### src/rtl/ysyx_22041211_ifu_queue_if.sv
// Fetch-side bundle of the IFU: memory request/response, redirect, and decoder handoff.
// The master modport is the IFU's own view; slave is the memory/decoder/PC-logic view.
interface ysyx_22041211_ifu_queue_if #(
  parameter int ADDR_LEN = 32,
  parameter int DATA_LEN = 32
);
  logic                req_valid_o;
  logic                req_ready_i;
  logic [ADDR_LEN-1:0] req_addr_o;
  logic                rsp_valid_i;
  logic [DATA_LEN-1:0] rsp_data_i;
  logic                redirect_i;
  logic [ADDR_LEN-1:0] redirect_pc_i;
  logic                inst_valid_o;
  logic                inst_ready_i;
  logic [DATA_LEN-1:0] inst_o;
  logic [ADDR_LEN-1:0] pc_o;
  logic                invalid_o;
  logic                halted_o;

  modport master (
    output req_valid_o, req_addr_o, inst_valid_o, inst_o, pc_o, invalid_o, halted_o,
    input  req_ready_i, rsp_valid_i, rsp_data_i, redirect_i, redirect_pc_i, inst_ready_i
  );

  modport slave (
    input  req_valid_o, req_addr_o, inst_valid_o, inst_o, pc_o, invalid_o, halted_o,
    output req_ready_i, rsp_valid_i, rsp_data_i, redirect_i, redirect_pc_i, inst_ready_i
  );
endinterface

### src/rtl/ysyx_22041211_ifu_queue.sv
// Decoupled instruction fetch with an in-order queue, redirect flush and ebreak halt.
// Define ILLEGAL_CHECK_EN to predecode each enqueued word and flag illegal instructions.
module ysyx_22041211_ifu_queue #(
  parameter int                  ADDR_LEN = 32,
  parameter int                  DATA_LEN = 32,
  parameter int                  DEPTH    = 4,
  parameter logic [ADDR_LEN-1:0] RESET_PC = 32'h8000_0000
) (
  input logic                        clk,
  input logic                        rst,
  ysyx_22041211_ifu_queue_if.master  bus
);
  localparam int PW = $clog2(DEPTH);
  localparam int CW = PW + 1;
  localparam logic [CW:0]         DEPTH_C = (CW+1)'(DEPTH);
  localparam logic [DATA_LEN-1:0] EBREAK  = DATA_LEN'(32'h0010_0073);

  typedef enum logic [1:0] {BOOT, FETCH, HALT} state_t;

  state_t              state;
  logic                halted;
  logic [ADDR_LEN-1:0] fetch_pc;
  logic [ADDR_LEN-1:0] resp_pc;
  logic [PW-1:0]       head;
  logic [PW-1:0]       tail;
  logic [CW-1:0]       count;
  logic [CW-1:0]       inflight;
  logic [CW-1:0]       discard;

  logic [DATA_LEN-1:0] q_inst [DEPTH];
  logic [ADDR_LEN-1:0] q_pc   [DEPTH];

  logic                inst_valid;
  logic                req_fire;
  logic                keep;
  logic                deq;
  logic [CW:0]         credit_used;
  logic [CW-1:0]       inflight_nxt;

  // Requests are credited against queue space so every kept response has a slot.
  assign credit_used     = {1'b0, count} + {1'b0, inflight};
  assign bus.req_valid_o = (state == FETCH) && (credit_used < DEPTH_C) && !bus.redirect_i;
  assign bus.req_addr_o  = fetch_pc;
  assign req_fire        = bus.req_valid_o && bus.req_ready_i;

  assign inst_valid       = (count != '0);
  assign deq              = inst_valid && bus.inst_ready_i;
  assign keep             = bus.rsp_valid_i && !bus.redirect_i && (discard == '0);
  assign inflight_nxt     = inflight + CW'(req_fire) - CW'(bus.rsp_valid_i);

  assign bus.inst_valid_o = inst_valid;
  assign bus.inst_o       = inst_valid ? q_inst[head] : '0;
  assign bus.pc_o         = inst_valid ? q_pc[head]   : '0;
  assign bus.halted_o     = halted;

  always_ff @(posedge clk) begin
    if (!rst) begin
      state    <= BOOT;
      halted   <= 1'b0;
      fetch_pc <= RESET_PC;
      resp_pc  <= RESET_PC;
      head     <= '0;
      tail     <= '0;
      count    <= '0;
      inflight <= '0;
      discard  <= '0;
    end else begin
      inflight <= inflight_nxt;
      if (bus.redirect_i) begin
        // Everything still in flight after this edge belongs to the wrong path.
        fetch_pc <= bus.redirect_pc_i;
        resp_pc  <= bus.redirect_pc_i;
        head     <= tail;
        count    <= '0;
        discard  <= inflight_nxt;
      end else begin
        if (req_fire) fetch_pc <= fetch_pc + ADDR_LEN'(4);
        if (keep) begin
          tail    <= tail + PW'(1);
          resp_pc <= resp_pc + ADDR_LEN'(4);
        end
        if (bus.rsp_valid_i && (discard != '0)) discard <= discard - CW'(1);
        if (deq) head <= head + PW'(1);
        count <= count + CW'(keep) - CW'(deq);
      end

      case (state)
        BOOT:  state <= FETCH;
        FETCH: if (!bus.redirect_i && deq && (q_inst[head] == EBREAK)) begin
          state  <= HALT;
          halted <= 1'b1;
        end
        HALT:  if (bus.redirect_i) begin
          state  <= FETCH;
          halted <= 1'b0;
        end
        default: state <= BOOT;
      endcase
    end
  end

  always_ff @(posedge clk) begin
    if (keep) begin
      q_inst[tail] <= bus.rsp_data_i;
      q_pc[tail]   <= resp_pc;
    end
  end

`ifdef ILLEGAL_CHECK_EN
  function automatic logic is_illegal(input logic [31:0] w);
    logic [2:0] f3;
    logic [6:0] f7;
    logic       ok;
    f3 = w[14:12];
    f7 = w[31:25];
    ok = 1'b0;
    case (w[6:0])
      7'b0110111, 7'b0010111, 7'b1101111, 7'b1100011, 7'b0110011: ok = 1'b1;
      7'b1100111: ok = (f3 == 3'd0);
      7'b0000011: ok = (f3 inside {3'd0, 3'd1, 3'd2, 3'd4, 3'd5});
      7'b0100011: ok = (f3 inside {3'd0, 3'd1, 3'd2});
      7'b0010011: begin
        case (f3)
          3'd1:    ok = (f7 == 7'h00);
          3'd5:    ok = (f7 == 7'h00) || (f7 == 7'h20);
          default: ok = 1'b1;
        endcase
      end
      7'b1110011: ok = (w == 32'h0000_0073) || (w == 32'h0010_0073) ||
                       (w == 32'h3020_0073) || ((f3 != 3'd0) && (f3 != 3'd4));
      default:    ok = 1'b0;
    endcase
    return !ok;
  endfunction

  logic q_inv [DEPTH];

  always_ff @(posedge clk) begin
    if (keep) q_inv[tail] <= is_illegal(bus.rsp_data_i);
  end

  assign bus.invalid_o = inst_valid && q_inv[head];
`else
  assign bus.invalid_o = 1'b0;
`endif
endmodule

### src/flat_wrapper.sv
// flat-port wrapper written by rule: the top's interface ports become plain ports
module ysyx_22041211_ifu_queue_flat 
#(
  parameter int                  ADDR_LEN = 32,
  parameter int                  DATA_LEN = 32,
  parameter int                  DEPTH    = 4,
  parameter logic [ADDR_LEN-1:0] RESET_PC = 32'h8000_0000
)
  (clk, rst, bus_req_valid_o, bus_req_addr_o, bus_inst_valid_o, bus_inst_o, bus_pc_o, bus_invalid_o, bus_halted_o, bus_req_ready_i, bus_rsp_valid_i, bus_rsp_data_i, bus_redirect_i, bus_redirect_pc_i, bus_inst_ready_i);
  ysyx_22041211_ifu_queue_if #(.ADDR_LEN(ADDR_LEN), .DATA_LEN(DATA_LEN)) bus_i ();
  input logic clk;
  input logic rst;
  output wire logic [$bits(bus_i.req_valid_o)-1:0] bus_req_valid_o;
  output wire logic [$bits(bus_i.req_addr_o)-1:0] bus_req_addr_o;
  output wire logic [$bits(bus_i.inst_valid_o)-1:0] bus_inst_valid_o;
  output wire logic [$bits(bus_i.inst_o)-1:0] bus_inst_o;
  output wire logic [$bits(bus_i.pc_o)-1:0] bus_pc_o;
  output wire logic [$bits(bus_i.invalid_o)-1:0] bus_invalid_o;
  output wire logic [$bits(bus_i.halted_o)-1:0] bus_halted_o;
  input wire logic [$bits(bus_i.req_ready_i)-1:0] bus_req_ready_i;
  input wire logic [$bits(bus_i.rsp_valid_i)-1:0] bus_rsp_valid_i;
  input wire logic [$bits(bus_i.rsp_data_i)-1:0] bus_rsp_data_i;
  input wire logic [$bits(bus_i.redirect_i)-1:0] bus_redirect_i;
  input wire logic [$bits(bus_i.redirect_pc_i)-1:0] bus_redirect_pc_i;
  input wire logic [$bits(bus_i.inst_ready_i)-1:0] bus_inst_ready_i;
  assign bus_req_valid_o = bus_i.req_valid_o;
  assign bus_req_addr_o = bus_i.req_addr_o;
  assign bus_inst_valid_o = bus_i.inst_valid_o;
  assign bus_inst_o = bus_i.inst_o;
  assign bus_pc_o = bus_i.pc_o;
  assign bus_invalid_o = bus_i.invalid_o;
  assign bus_halted_o = bus_i.halted_o;
  assign bus_i.req_ready_i = bus_req_ready_i;
  assign bus_i.rsp_valid_i = bus_rsp_valid_i;
  assign bus_i.rsp_data_i = bus_rsp_data_i;
  assign bus_i.redirect_i = bus_redirect_i;
  assign bus_i.redirect_pc_i = bus_redirect_pc_i;
  assign bus_i.inst_ready_i = bus_inst_ready_i;
  ysyx_22041211_ifu_queue #(.ADDR_LEN(ADDR_LEN), .DATA_LEN(DATA_LEN), .DEPTH(DEPTH), .RESET_PC(RESET_PC)) u_core (.clk(clk), .rst(rst), .bus(bus_i));
endmodule
### config.mk
export PLATFORM = sky130hd
export DESIGN_NAME = ysyx_22041211_ifu_queue_flat
export DESIGN_NICKNAME = d
export VERILOG_FILES = /design/src/rtl/ysyx_22041211_ifu_queue_if.sv /design/src/rtl/ysyx_22041211_ifu_queue.sv /design/src/flat_wrapper.sv
export SDC_FILE = /design/constraint.sdc
export NUM_CORES = 1
export LEC_CHECK = 0
export BUFFER_PORTS_ARGS = -buffer_cell sky130_fd_sc_hd__buf_2
export CORE_AREA = 2 2 168 170
export CTS_BUF_LIST = sky130_fd_sc_hd__clkbuf_16
export CTS_CLUSTER_DIAMETER = 150
export DETAILED_ROUTE_END_ITERATION = 8
export DIE_AREA = 0 0 170 172
export MAX_ROUTING_LAYER = met4
export PLACE_DENSITY = 0.74
export SETUP_SLACK_MARGIN = 0.1
export SYNTH_ARGS = -nofsm -noshare
export SYNTH_HDL_FRONTEND = slang
export SYNTH_SLANG_ARGS = --single-unit
export TNS_END_PERCENT = 1
### constraint.sdc
create_clock -name clk -period 3.15 [get_ports clk]
set_input_delay 0 -clock clk [delete_from_list [all_inputs] [get_ports clk]]
set_output_delay 0 -clock clk [all_outputs]
set_load 0.05 [all_outputs]
## Word level (Yosys, flattened, before mapping)

Memories as Yosys holds them, arrays and structs flattened. A register that Yosys moved wholly into a read port is not among the register bits.
Index checks and enable logic that the tools add are counted.

| cells by class | value |
|---|---|
| $add $sub $neg | 10 |
| multipliers | 0 |
| div/mod/pow operators | 0 |
| order comparisons | 1 |
| equality and inequality tests | 5 |
| shift-type cells | 0 |
| mux-type cells | 22 |
| bitwise logic cells | 2 |
| reduce and logical (&&, ||, !) cells | 23 |

Operators by type and width:

| kind | count |
|---|---|
| 32-bit two-way mux | 6 |
| 32-bit by 3-bit adder with 32-bit output, second input constant | 2 |
| 32-bit by 21-bit equality test with 1-bit output, second input constant | 1 |
| 2-bit two-way mux | 8 |
| 2-bit nonzero test | 5 |
| 1-bit logical AND | 9 |
| 3-bit by 1-bit adder with 3-bit output | 2 |
| 3-bit two-way mux | 2 |
| 2-bit one-hot mux with 3 select lines | 1 |
| 3-bit nonzero test | 2 |
| 3-bit by 1-bit subtractor with 3-bit output | 2 |
| 2-bit by 1-bit adder with 2-bit output, second input constant | 2 |
| 3-bit by 3-bit adder with 4-bit output | 1 |
| 4-bit by 3-bit less-than comparator with 1-bit output, second input constant | 1 |
| 1-bit two-way mux | 4 |
| 2-bit != test, second input constant | 2 |
| 2-bit AND reduction | 2 |
| 3-bit zero test | 1 |
| 3-bit AND reduction | 1 |
| 3-bit by 1-bit subtractor with 3-bit output, second input constant | 1 |
| 2-bit by 1-bit equality test with 1-bit output, second input constant | 1 |
| 2-bit equality test, second input constant | 1 |
| 2-bit zero test | 1 |
| 1-bit inverter | 2 |
| 3 further kinds | 3 |

| word-level totals | value |
|---|---|
| register bits after elaboration | 80 |
| bits in latches | 0 |
| memory bits (writable) | 256 |
| bits in read-only memories | 0 |
| bits of input ports | 70 |
| output and inout bits | 100 |
| logic and storage cells | 74 |
| memories | 2 |

Memory list:

| name | depth | bits a word | rd ports | clocked after Yosys merged registers in | wr ports | RTL line | source |
|---|---|---|---|---|---|---|---|
| u_core.q_inst | 4 | 32 | 1 | 1 | 1 | ysyx_22041211_ifu_queue.sv:30 | `logic [DATA_LEN-1:0] q_inst [DEPTH];` |
| u_core.q_pc | 4 | 32 | 1 | 1 | 1 | ysyx_22041211_ifu_queue.sv:31 | `logic [ADDR_LEN-1:0] q_pc [DEPTH];` |

## Longest topological paths before layout

Gate-level depths: netlist of run 1.

| depth | value |
|---|---|
| depth after elaboration | 8 |
| gate-level depth with buffers | 12 |
| depth with buffers taken out | 10 |

## Worst setup path after synthesis of run 1

OpenSTA, ideal clock, no wires.

| timing path | value |
|---|---|
| path kind | reg-to-reg |
| start point | register u_core.discard[0] |
| end point | memory u_core.q_inst[0][0], enable pin |
| setup time | 0.429 ns |
| arrival time | 2.557 ns |
| data required time | 2.721 ns |
| slack | 0.164 ns |
| stages on the path, launching flop included | 6 |
| path through | dfxtp_1 -> inv_1 -> ha_1 -> and3b_1 -> clkbuf_1 -> and3_1 |

| on the way | value |
|---|---|
| longest elaborated chain between the ends | 4 |

RTL lines:

| what | RTL line | source |
|---|---|---|
| from (decl) | ysyx_22041211_ifu_queue.sv:28 | `logic [CW-1:0] discard;` |
| from (signal assigned) | ysyx_22041211_ifu_queue.sv:75 | `discard <= inflight_nxt;` |
| from (signal assigned) | ysyx_22041211_ifu_queue.sv:82 | `if (bus.rsp_valid_i && (discard != '0)) discard <= discard - CW'(1);` |
| 3-bit zero test | ysyx_22041211_ifu_queue.sv:48 | `assign keep = bus.rsp_valid_i && !bus.redirect_i && (discard == '0);` |
| 1-bit logical AND | ysyx_22041211_ifu_queue.sv:48 |  |
| 1-bit two-way mux | ysyx_22041211_ifu_queue.sv:103 | `if (keep) begin` |
| 1-bit two-way mux (not written as such) | ysyx_22041211_ifu_queue.sv:104 | `q_inst[tail] <= bus.rsp_data_i;` |
| to (decl) | ysyx_22041211_ifu_queue.sv:30 |  |

Every way passes these cells.

## Final worst setup path of run 1

| timing path | value |
|---|---|
| start point | register u_core.fetch_pc[5] (netlist: u_core.bus.req_addr_o[5]) |
| end point | register u_core.fetch_pc[30] (netlist: u_core.bus.req_addr_o[30]) |

| on the way | value |
|---|---|
| longest elaborated chain between the ends | 3 |

RTL lines:

| what | RTL line | source |
|---|---|---|
| from (decl) | ysyx_22041211_ifu_queue.sv:22 | `logic [ADDR_LEN-1:0] fetch_pc;` |
| from (signal assigned) | ysyx_22041211_ifu_queue.sv:71 | `fetch_pc <= bus.redirect_pc_i;` |
| from (signal assigned) | ysyx_22041211_ifu_queue.sv:77 | `if (req_fire) fetch_pc <= fetch_pc + ADDR_LEN'(4);` |
| 32-bit by 3-bit adder with 32-bit output | ysyx_22041211_ifu_queue.sv:77 |  |
| 32-bit two-way mux | ysyx_22041211_ifu_queue.sv:77 |  |
| 32-bit two-way mux | ysyx_22041211_ifu_queue.sv:69 | `if (bus.redirect_i) begin` |

Every way passes these cells. The select of a mux whose other input is x is not followed.
A chain may end at the register's enable or synchronous reset.

==> impl_metrics.ini, run 1 <==
[pwr]
power_density_nw_per_um2 = 629
ir_worst_vdd_v = 0.000372
p_comb_share_pct = 14.4
p_int_mw = 7.99
netSwitchingPower_mw = 2.81
total_leakage_power_nw = 6.17
switching_share_pct = 26.0
clockPowerShare_pct = 37.7
seq_power_share_pct = 47.8

[floorplanning]
dieArea_um2 = 29200
die_h_um = 172
num_rows = 61
initial_utilization_pct = 51.2
die_x_um = 170
pin_count = 170
core-area_um2 = 27500

[cells_and_area]
nFillCells = 2020
nNetsFinal = 1273
final-instance-count-excl-fill = 1564
fin_area_um2 = 17200
multiInputGateArea_um2 = 4440
final_cell_mix = edfxtp_1 (256), buf_2 (168), dfxtp_1 (80)
mostFrequentLayoutCell = edfxtp_1
areaGrowthSynthToFinish_pct = 22.2
seqCellArea_um2 = 9330
drive_gt1_share_pct = 26.5

[critical_path]
r2r-start = u_core.bus.req_addr_o[5]$_SDFFE_PN0P_
rrSetupSlack_ns = 0.39
setup.worst_path.end = u_core.bus.req_addr_o[30]$_SDFFE_PN0P_
critPathCaptureType = register
start_kind = register
cp_data_required_time_ns = 3.59
arrival_ns = 3.20
r2r_cells = 5
crit_path_max_fanout = 9
reg2reg_to = u_core.bus.req_addr_o[30]$_SDFFE_PN0P_
critPathKind = register to register
critPathLaunch = u_core.bus.req_addr_o[5]$_SDFFE_PN0P_

[timing]
hold_viol = 0
finalCriticalPeriod_ns = 2.76
maxSlewViolCount = 0
rsz0062_at_grt = no
max_clock_freq_ghz = 0.362
period_share_pct = 87.8
setup_violations = 0
finalSetupTns_ns = 0
slew_headroom_pct = 51.7
worst_slew_pin_slew_ns = 0.717
skew_ns = 0.0136

[synth]
ys_types = 61
synth-seq-area-share_pct = 66.3
synth_edf_count = 256
synth_area_um2 = 14100
async_reset_ff_share_pct = 0
ys.warnings.count = 0
ys_ff_latch = 338
syn_nets = 1034
postSynthAreaPerCell_um2 = 14.8
synth_ff_type = edfxtp_1
postSynthCellCount = 948

[run]
maxCapViolations = 0

[cts]
clk_latency_ns = 0.51
cts_tree = done
cts_made_buffers = 36
clkSlewWorstSetupHoldPaths_ns = 0.07
cts-htree-levels = 2
clock_path_buffers = 3
cts_num_sinks = 338
postCtsResizedCells = 0
root_buffer = clkbuf_16

[drt]
drtIter0Drc = 821
wl_per_cell_um = 20.2
drc_errors = 0
finalWirelength_um = 31600
viasPerCell = 5.81
antenna_left = 0
drt_first_pass_iters = 5
detailroute.via_count = 9080

[grt]
grt_pass1_vias = 8857
grt_overflow_total = 0
grt_pass1_wl_um = 49000
grt_max_degree = 71
antenna_found_initial = 4
grt_usage_pct = 22.4

[placed_design]
placedCellCount = 1431
dp_hpwl_um = 20000
placed_cell_area_um2 = 15400
globalplace.congestion = 0.884
io_buffers = 168

[outcome]
status = finished, final reports clean

[min_path]
hp-class = input pin to register
-- cell families after synthesis --
| kind of cell | after synthesis | synth area share, % |
|---|---|---|
| AO/OA/AOI/OAI | 133 | 5.96 |
| AND/OR/NAND/NOR | 277 | 11.3 |
| buffers and inverters | 80 | 2.21 |
| other | 1 | 0.0267 |
| multiplexers | 68 | 10.5 |
| flip-flops | 338 | 66.3 |
| adder cells (fa/ha/maj) | 16 | 1.53 |
| XOR/XNOR | 35 | 2.18 |
-- power by group through the flow --
stage	registers [mW]	clock network (mW)	logic (mW)
global placement	5.24	0	1.48
global route	5.19	4.32	1.68
CTS	5.17	4.15	1.57
floorplan	5.29	0	1.02
finish	5.17	4.08	1.56
detailed placement	5.26	0	1.50
-- worst min path at each step --
stage	slack, ns	startpoint	cells after the start	endpoint
2_1_floorplan	0.1	bus_rsp_data_i[0]	0	u_core.q_inst[0][0]$_DFFE_PP_
3_3_place_gp	0.21	bus_rsp_data_i[11]	1	u_core.q_inst[2][11]$_DFFE_PP_
3_5_place_dp	0.22	bus_rsp_data_i[30]	1	u_core.q_inst[3][30]$_DFFE_PP_
4_1_cts	0.006	bus_inst_ready_i	4	register
5_1_grt	0.05	rst	3	u_core.resp_pc[26]$_SDFFE_PN0N_
6_report	0.04	bus_inst_ready_i	4	register
-- per-layer routing --
| layer | vias to the layer above | GRT usage, % | share of wire [%] |
|---|---|---|---|
| li1 | 4175 | - | - |
| met1 | 4502 | 30.2 | 43 |
| met2 | 364 | 35.8 | 48 |
| met3 | 39 | 4.35 | 6.9 |
| met4 | 0 | 5.24 | 1.5 |
| met5 | - | - | 0 |
-- stage by stage --
| stage | hold WS [ns] | util, % | setup WS (ns) | power, mW |
|---|---|---|---|---|
| CTS | 0.00593 | 62.5 | 0.407 | 10.9 |
| global placement | 0.214 | 55.9 | 0.468 | 6.72 |
| finish | 0.0412 | 62.5 | 0.385 | 10.8 |
| floorplan | 0.0989 | - | 0.164 | 6.31 |
| detailed placement | 0.216 | 55.9 | 0.404 | 6.76 |
| global route | 0.0534 | 62.5 | 0.176 | 11.2 |
-- sequential cells by signal, summed over array words and instances (netlist names), named ones only --
signal and flops:
u_core.inflight 3, u_core.q_inst 128, u_core.tail 2, u_core.count 3
u_core.state 2, u_core.q_pc 128, u_core.head 2, u_core.bus.halted_o 1
u_core.resp_pc 32, u_core.bus.req_addr_o 32, u_core.discard 3
-- area by class of cell --
type                    count  area share (%)
well taps                 346            2.52
diodes                      4          0.0582
clock inverters            27            1.23
multi-input cells         530            25.8
clock buffers              38            5.53
repair buffers            254            9.95
flip-flops and latches    338            54.3
inverters                  27           0.590
-- synthesized netlist by cell type (3+ instances only) --
cell      number  share of area [%]
edfxtp_1     256                 55
dfxtp_1       82                 12
and2_1        70                3.1
mux4_2        64                 10
nand2_1       52                1.4
a21oi_1       37                1.3
clkbuf_1      37               0.99
o21ai_0       31                1.1
nor2_1        28               0.75
xnor2_1       28                1.7
a31oi_1       25                1.1
inv_1         25               0.67
nand3_1       22               0.78
nor4_1        20               0.89
nand4_1       15               0.67
ha_1          14                1.2
and3_1        11               0.49
buf_1         10               0.27
or4_1         10               0.53
and4_1         9               0.56
nor3_1         9               0.32
nand2b_1       7               0.31
xor2_1         7               0.44
o311ai_0       6               0.37
a211oi_1       5               0.27
buf_2          5               0.18
or3_1          5               0.22
mux2i_1        4               0.28
nand3b_1       4               0.21
o311a_1        4               0.28
o31ai_1        4               0.21
a311oi_1       3               0.19
nor4bb_1       3               0.21
-- critical path, stage by stage (launching register included) --
cell,delay [ns]
dfxtp_1,0.49
nand4_4,0.17
or4_1,0.65
or4_1,0.70
or4_1,0.52
a31oi_1,0.16
-- what timing repair did --
item / CTS / global route
hold buffers: 64 / 0
hold endpoints to repair: 192 / 0
buffers inserted: 0 / 0
Note: power is estimated with default switching activity, not from simulation.
==> run 2, diff against run 1 <==
- CORE_AREA: 2 2 168 170 -> 2 2 157 159
- DIE_AREA: 0 0 170 172 -> 0 0 159 161
- PLACE_DENSITY: 0.74 -> 0.8
- clock period: 3.15 -> 3.55 ns (I/O delays scaled with it)
==> run 2 against run 1 <==
  * Power is 14% lower
  * Core utilization is 8.4 points higher
  * Sequential share of layout area increased by 0.61 points
  * Cell area fell by 1.1%
  * Clock power shrank 18%
  * Count of clock-buffer cells in the layout is 1 lower
  * Non-clock buffer count shrank 4
  * Global-route usage is 4.1 points higher
  * First-iteration DRC count is 2.8% lower
  * Critical path type unchanged
==> impl_metrics.ini, run 2 (same netlist as run 1, synthesis figures left out) <==
[cts]
cts_setup_buffers = 0
clock_path_buffers = 3
cts-htree-levels = 2
cts_tree = done
postCtsResizedCells = 0
cts_hold_buffers = 64
cts_num_sinks = 338
cts_made_buffers = 34
clk_latency_ns = 0.51
root_buffer = clkbuf_16
clkSlewWorstSetupHoldPaths_ns = 0.06

[floorplanning]
dieArea_um2 = 25600
pin_count = 170
die_h_um = 161
die_x_um = 159
num_rows = 57
initial_utilization_pct = 58.7
core-area_um2 = 24000

[placed_design]
io_buffers = 168
globalplace.congestion = 0.902
dp_hpwl_um = 19900
dp_slack_ns = 0.806

[timing]
setup_violations = 0
maxSlewViolCount = 0
hold_viol = 0
slew_headroom_pct = 46.9
finalCriticalPeriod_ns = 2.92
max_clock_freq_ghz = 0.343
fin_ws_ns = 0.633
worst_slew_pin_slew_ns = 0.790
period_share_pct = 82.2
finalSetupTns_ns = 0
skew_ns = 0.0218
rsz0062_at_grt = no

[drt]
detailroute.via_count = 9265
drt_first_pass_iters = 4
antenna_left = 0
drc_errors = 0
drtIter0Drc = 798
finalWirelength_um = 32900
wl_per_cell_um = 21.5
viasPerCell = 6.05

[cells_and_area]
nFillCells = 1512
mostFrequentLayoutCell = edfxtp_1
largestRegisters = u_core.q_inst x128, u_core.q_pc x128
nNetsFinal = 1267
areaGrowthSynthToFinish_pct = 20.8
seqCellArea_um2 = 9330
multiInputGateArea_um2 = 4440
drive_gt1_share_pct = 26.0
final_cell_mix = edfxtp_1 (256), buf_2 (168), dfxtp_1 (80)

[critical_path]
critPathCaptureType = register
start_kind = register
crit_path_max_fanout = 29
cp_data_required_time_ns = 4.01
critPathKind = register to register
arrival_ns = 3.37

[grt]
grt_pass1_wl_um = 51600
grt_overflow_total = 0
grt_max_degree = 67
antenna_found_initial = 1
grt_usage_pct = 26.5
grt_pass1_vias = 9322

[pwr]
ir_worst_vdd_v = 0.000325
power_density_nw_per_um2 = 548
total_leakage_power_nw = 6.07

[min_path]
hp-class = input pin to register

[run]
maxCapViolations = 0

[outcome]
status = finished, final reports clean
==> run 2: cell type report <==
cell class                 instances  area share, %
multi-input combinational        530           26.1
antenna                            1         0.0147
clock buffer                      37           5.45
timing repair buffer             250           9.81
tap                              324           2.39
inverter                          27          0.596
sequential                       338           54.9
clock inverter                    25          0.722
==> run 2: path summary, 6_finish.rpt <==
path | cells after the start | from | slack (ns) | endpoint
worst max-delay path | 5 | register | 0.63 | u_core.bus.halted_o$_SDFFE_PN0P_
worst min-delay path | 3 | rst | 0.06 | u_core.resp_pc[31]$_SDFFE_PN1N_
worst max register to register | 5 | register | 0.63 | u_core.bus.halted_o$_SDFFE_PN0P_
worst min register to register | 2 | u_core.bus.req_addr_o[1]$_SDFFE_PN0P_ | 0.49 | u_core.bus.req_addr_o[1]$_SDFFE_PN0P_
==> run 2: routing by layer <==
layer  GRT usage (%)  part of all wire [%]  wire length, um
met5               -                     0                0
met4            6.78                   1.7              563
met3            4.16                   7.7             2530
met2            43.6                    50            16400
met1            35.3                    41            13400
==> run 2: metrics by stage <==
stage               power [mW]  util, %  std cells  hold WS (ns)  cell area [um^2]
detailed placement        5.98     63.9       1405         0.215             15300
floorplan                 5.60        -        948        0.0989             14100
CTS                       9.33     70.9       1531        0.0264             17000
global placement          5.94     63.9       1405         0.215             15300
global route              9.61     70.9       1532        0.0686             17000
finish                    9.31     70.9       1532        0.0607             17000
==> run 2: where the power goes <==
| group | internal (mW) | switching, mW |
|---|---|---|
| combinational | 0.484 | 0.884 |
| sequential | 4.44 | 0.164 |
| clock | 1.88 | 1.45 |
==> run 2: critical path, stage by stage, from the launching register on <==
cell and delay, ns:
dfxtp_4 0.72, mux4_2 0.59, nor4bb_1 0.47, nand4_1 0.31, nor4_1 0.55, a31o_2 0.19
==> run 3, diff against run 2 <==
- ABC_AREA: not set -> 1
- CORE_AREA: 2 2 157 159 -> 2 2 163 165
- DIE_AREA: 0 0 159 161 -> 0 0 165 167
- PLACE_DENSITY: 0.8 -> 0.79
- clock period: 3.55 -> 2.7 ns (I/O delays scaled with it)
==> run 3 against run 2 <==
  * Wire length grew 19%
  * Synthesized cell count grew 69%
  * Highest routed layer unchanged
  * Worst setup slack lost 0.34 ns
  * Synthesized area grew 7.2%
  * Largest power group unchanged
  * Clock power grew 42%
  * Critical endpoint is now bus_pc_o[11]
  * Count of clock-buffer cells in the layout is the same
==> impl_metrics.ini, run 3 <==
[cells_and_area]
mostFrequentLayoutCell = nand2_1
largestRegisters = u_core.q_inst x128, u_core.q_pc x128
drive_gt1_share_pct = 14.7
nFillCells = 1849
areaGrowthSynthToFinish_pct = 20.4
utilization_pct = 70.4
seqCellArea_um2 = 9330
final_cell_mix = nand2_1 (368), edfxtp_1 (256), nor2_1 (229)
fin_area_um2 = 18100
multiInputGateArea_um2 = 4990
nNetsFinal = 1918

[min_path]
min_from = bus_redirect_i
hp-class = input pin to register
worstHoldPathCells = 7
hold_end = u_core.count[0]$_SDFF_PP0_

[cts]
cts_setup_buffers = 0
cts_made_buffers = 36
clk_latency_ns = 0.52
cts-htree-levels = 2
root_buffer = clkbuf_16
cts_tree = done
clkSlewWorstSetupHoldPaths_ns = 0.06
cts_num_sinks = 338
clock_path_buffers = 3

[run]
maxCapViolations = 0

[floorplanning]
pin_count = 170
die_h_um = 167
die_x_um = 165
dieArea_um2 = 27600
num_rows = 59
initial_utilization_pct = 58.5
core-area_um2 = 25800

[drt]
detailroute.via_count = 12379
finalWirelength_um = 39200
wl_per_cell_um = 17.9
viasPerCell = 5.63
drt_first_pass_iters = 6
drtIter0Drc = 1475
drc_errors = 0
antenna_left = 0

[synth]
syn_nets = 1688
postSynthAreaPerCell_um2 = 9.41
ys_ff_latch = 338
ys.warnings.count = 0
synth_ff_type = edfxtp_1
yosys.area.top_type = edfxtp_1
synth_edf_count = 256
synth_top_area_share_pct = 51.0
async_reset_ff_share_pct = 0
ys_types = 43
yosysMostFrequentCell = nand2_1
synth_area_um2 = 15100
synth_common_cells = nand2_1 (368), edfxtp_1 (256), nor2_1 (233)
synth_area_leaders = edfxtp_1 (51%), dfxtp_1 (11%), nand2_1 (9.2%)
postSynthCellCount = 1602
synth-seq-area-share_pct = 61.9

[critical_path]
critPathCaptureType = primary output
reg2reg_to = u_core.state[1]$_SDFFE_PN0P_
r2r_cells = 11
arrival_ns = 2.41
start_kind = register
critPathKind = register to primary output
cp_data_required_time_ns = 2.70
crit_path_max_fanout = 34
rrSetupSlack_ns = 0.30

[timing]
slew_headroom_pct = 45.0
period_share_pct = 89.3
finalCriticalPeriod_ns = 2.41
rsz0062_at_grt = no
skew_ns = 0.0164
setup_violations = 0
maxSlewViolCount = 0
max_clock_freq_ghz = 0.415
hold_viol = 0
fin_ws_ns = 0.290
worst_slew_pin_slew_ns = 0.826

[grt]
grt_pass1_vias = 11994
antenna_found_initial = 2
grt_overflow_total = 0
grt_max_degree = 129
grt_pass1_wl_um = 61000
grt_usage_pct = 29.2

[pwr]
total_leakage_power_nw = 7.29
seq_power_share_pct = 47.6
p_comb_share_pct = 14.9
clockPowerShare_pct = 37.5
power_density_nw_per_um2 = 699
ir_worst_vdd_v = 0.000616
p_int_mw = 9.14
switching_share_pct = 27.9
netSwitchingPower_mw = 3.54

[outcome]
status = finished, final reports clean

[placed_design]
io_buffers = 168
dp_hpwl_um = 23700
placed_cell_area_um2 = 16300
dp_slack_ns = 0.384
globalplace.congestion = 0.961
==> run 3: final cells by class <==
| type | instances | area share (%) |
|---|---|---|
| Antenna cell | 2 | 0.0276 |
| Clock buffer | 37 | 5.10 |
| Clock inverter | 29 | 1.17 |
| Inverter | 125 | 2.59 |
| Multi-Input combinational cell | 1069 | 27.5 |
| Sequential cell | 338 | 51.4 |
| Tap cell | 335 | 2.31 |
| Timing Repair Buffer | 262 | 9.86 |
==> run 3: worst max-delay path, cell delays in order, from the launching register on <==
cell and delay, ns:
dfxtp_4 0.35, clkinv_2 0.32, buf_4 0.40, o21ai_0 0.14
a21oi_1 0.32, buf_2 0.33
==> run 3: through the flow <==
stage | cells | power, mW | setup TNS (ns) | hold WS [ns]
finish | 2197 | 12.7 | 0 | 0.0562
global route | 2197 | 13.1 | 0 | 0.105
CTS | 2195 | 12.7 | 0 | 0.0427
detailed placement | 2062 | 7.92 | 0 | 0.216
global placement | 2062 | 7.87 | 0 | 0.214
floorplan | 1602 | 7.37 | -114.59 | 0.0989
==> run 3: repair_timing <==
item,4_1_cts,5_1_grt
resized for setup,0,0
hold endpoints to repair,196,0
hold buffers,67,0
==> run 3: worst max path at each step <==
stage,to,cells past startpoint,slack [ns]
after floorplan,u_core.q_inst[0][0]$_DFFE_PP_,7,-0.45
after CTS,bus_pc_o[11],5,0.28
after global routing,bus_pc_o[11],5,0.12
final,bus_pc_o[11],5,0.29
after detailed placement,u_core.discard[2]$_SDFFE_PN0P_,13,0.38
after global placement,u_core.bus.halted_o$_SDFFE_PN0P_,11,0.47
==> run 3: metal layers <==
metal  global-route usage, %  wire, um  up-vias
met5                       -         0        -
met4                    9.87      1120        0
met3                    4.13      3300      101
met2                    47.0     19000      658
met1                    38.2     15800     5742
li1                        -         -     5878
==> run 3: kinds of logic (layout without fill, tap and decap cells) <==
kind of cell | after synthesis | after routing | share of synthesized area (%)
AOI/OAI and AO/OA | 242 | 242 | 8.42
DFF | 338 | 338 | 61.9
adders and majority gates | 16 | 16 | 1.43
and+or+nand+nor | 783 | 783 | 21.4
other | 1 | 3 | 0.0249
xor gates and xnor gates | 27 | 27 | 1.57
buffers and inverters | 195 | 453 | 5.24
==> run 3: power by group through the flow <==
| stage | Sequential, mW | Combinational [mW] | Clock [mW] |
|---|---|---|---|
| after CTS | 6.03 | 1.87 | 4.79 |
| after floorplan | 6.19 | 1.18 | 0 |
| after global placement | 6.13 | 1.74 | 0 |
| final | 6.04 | 1.89 | 4.75 |
| after global routing | 6.06 | 2.04 | 5.02 |
| after detailed placement | 6.14 | 1.78 | 0 |
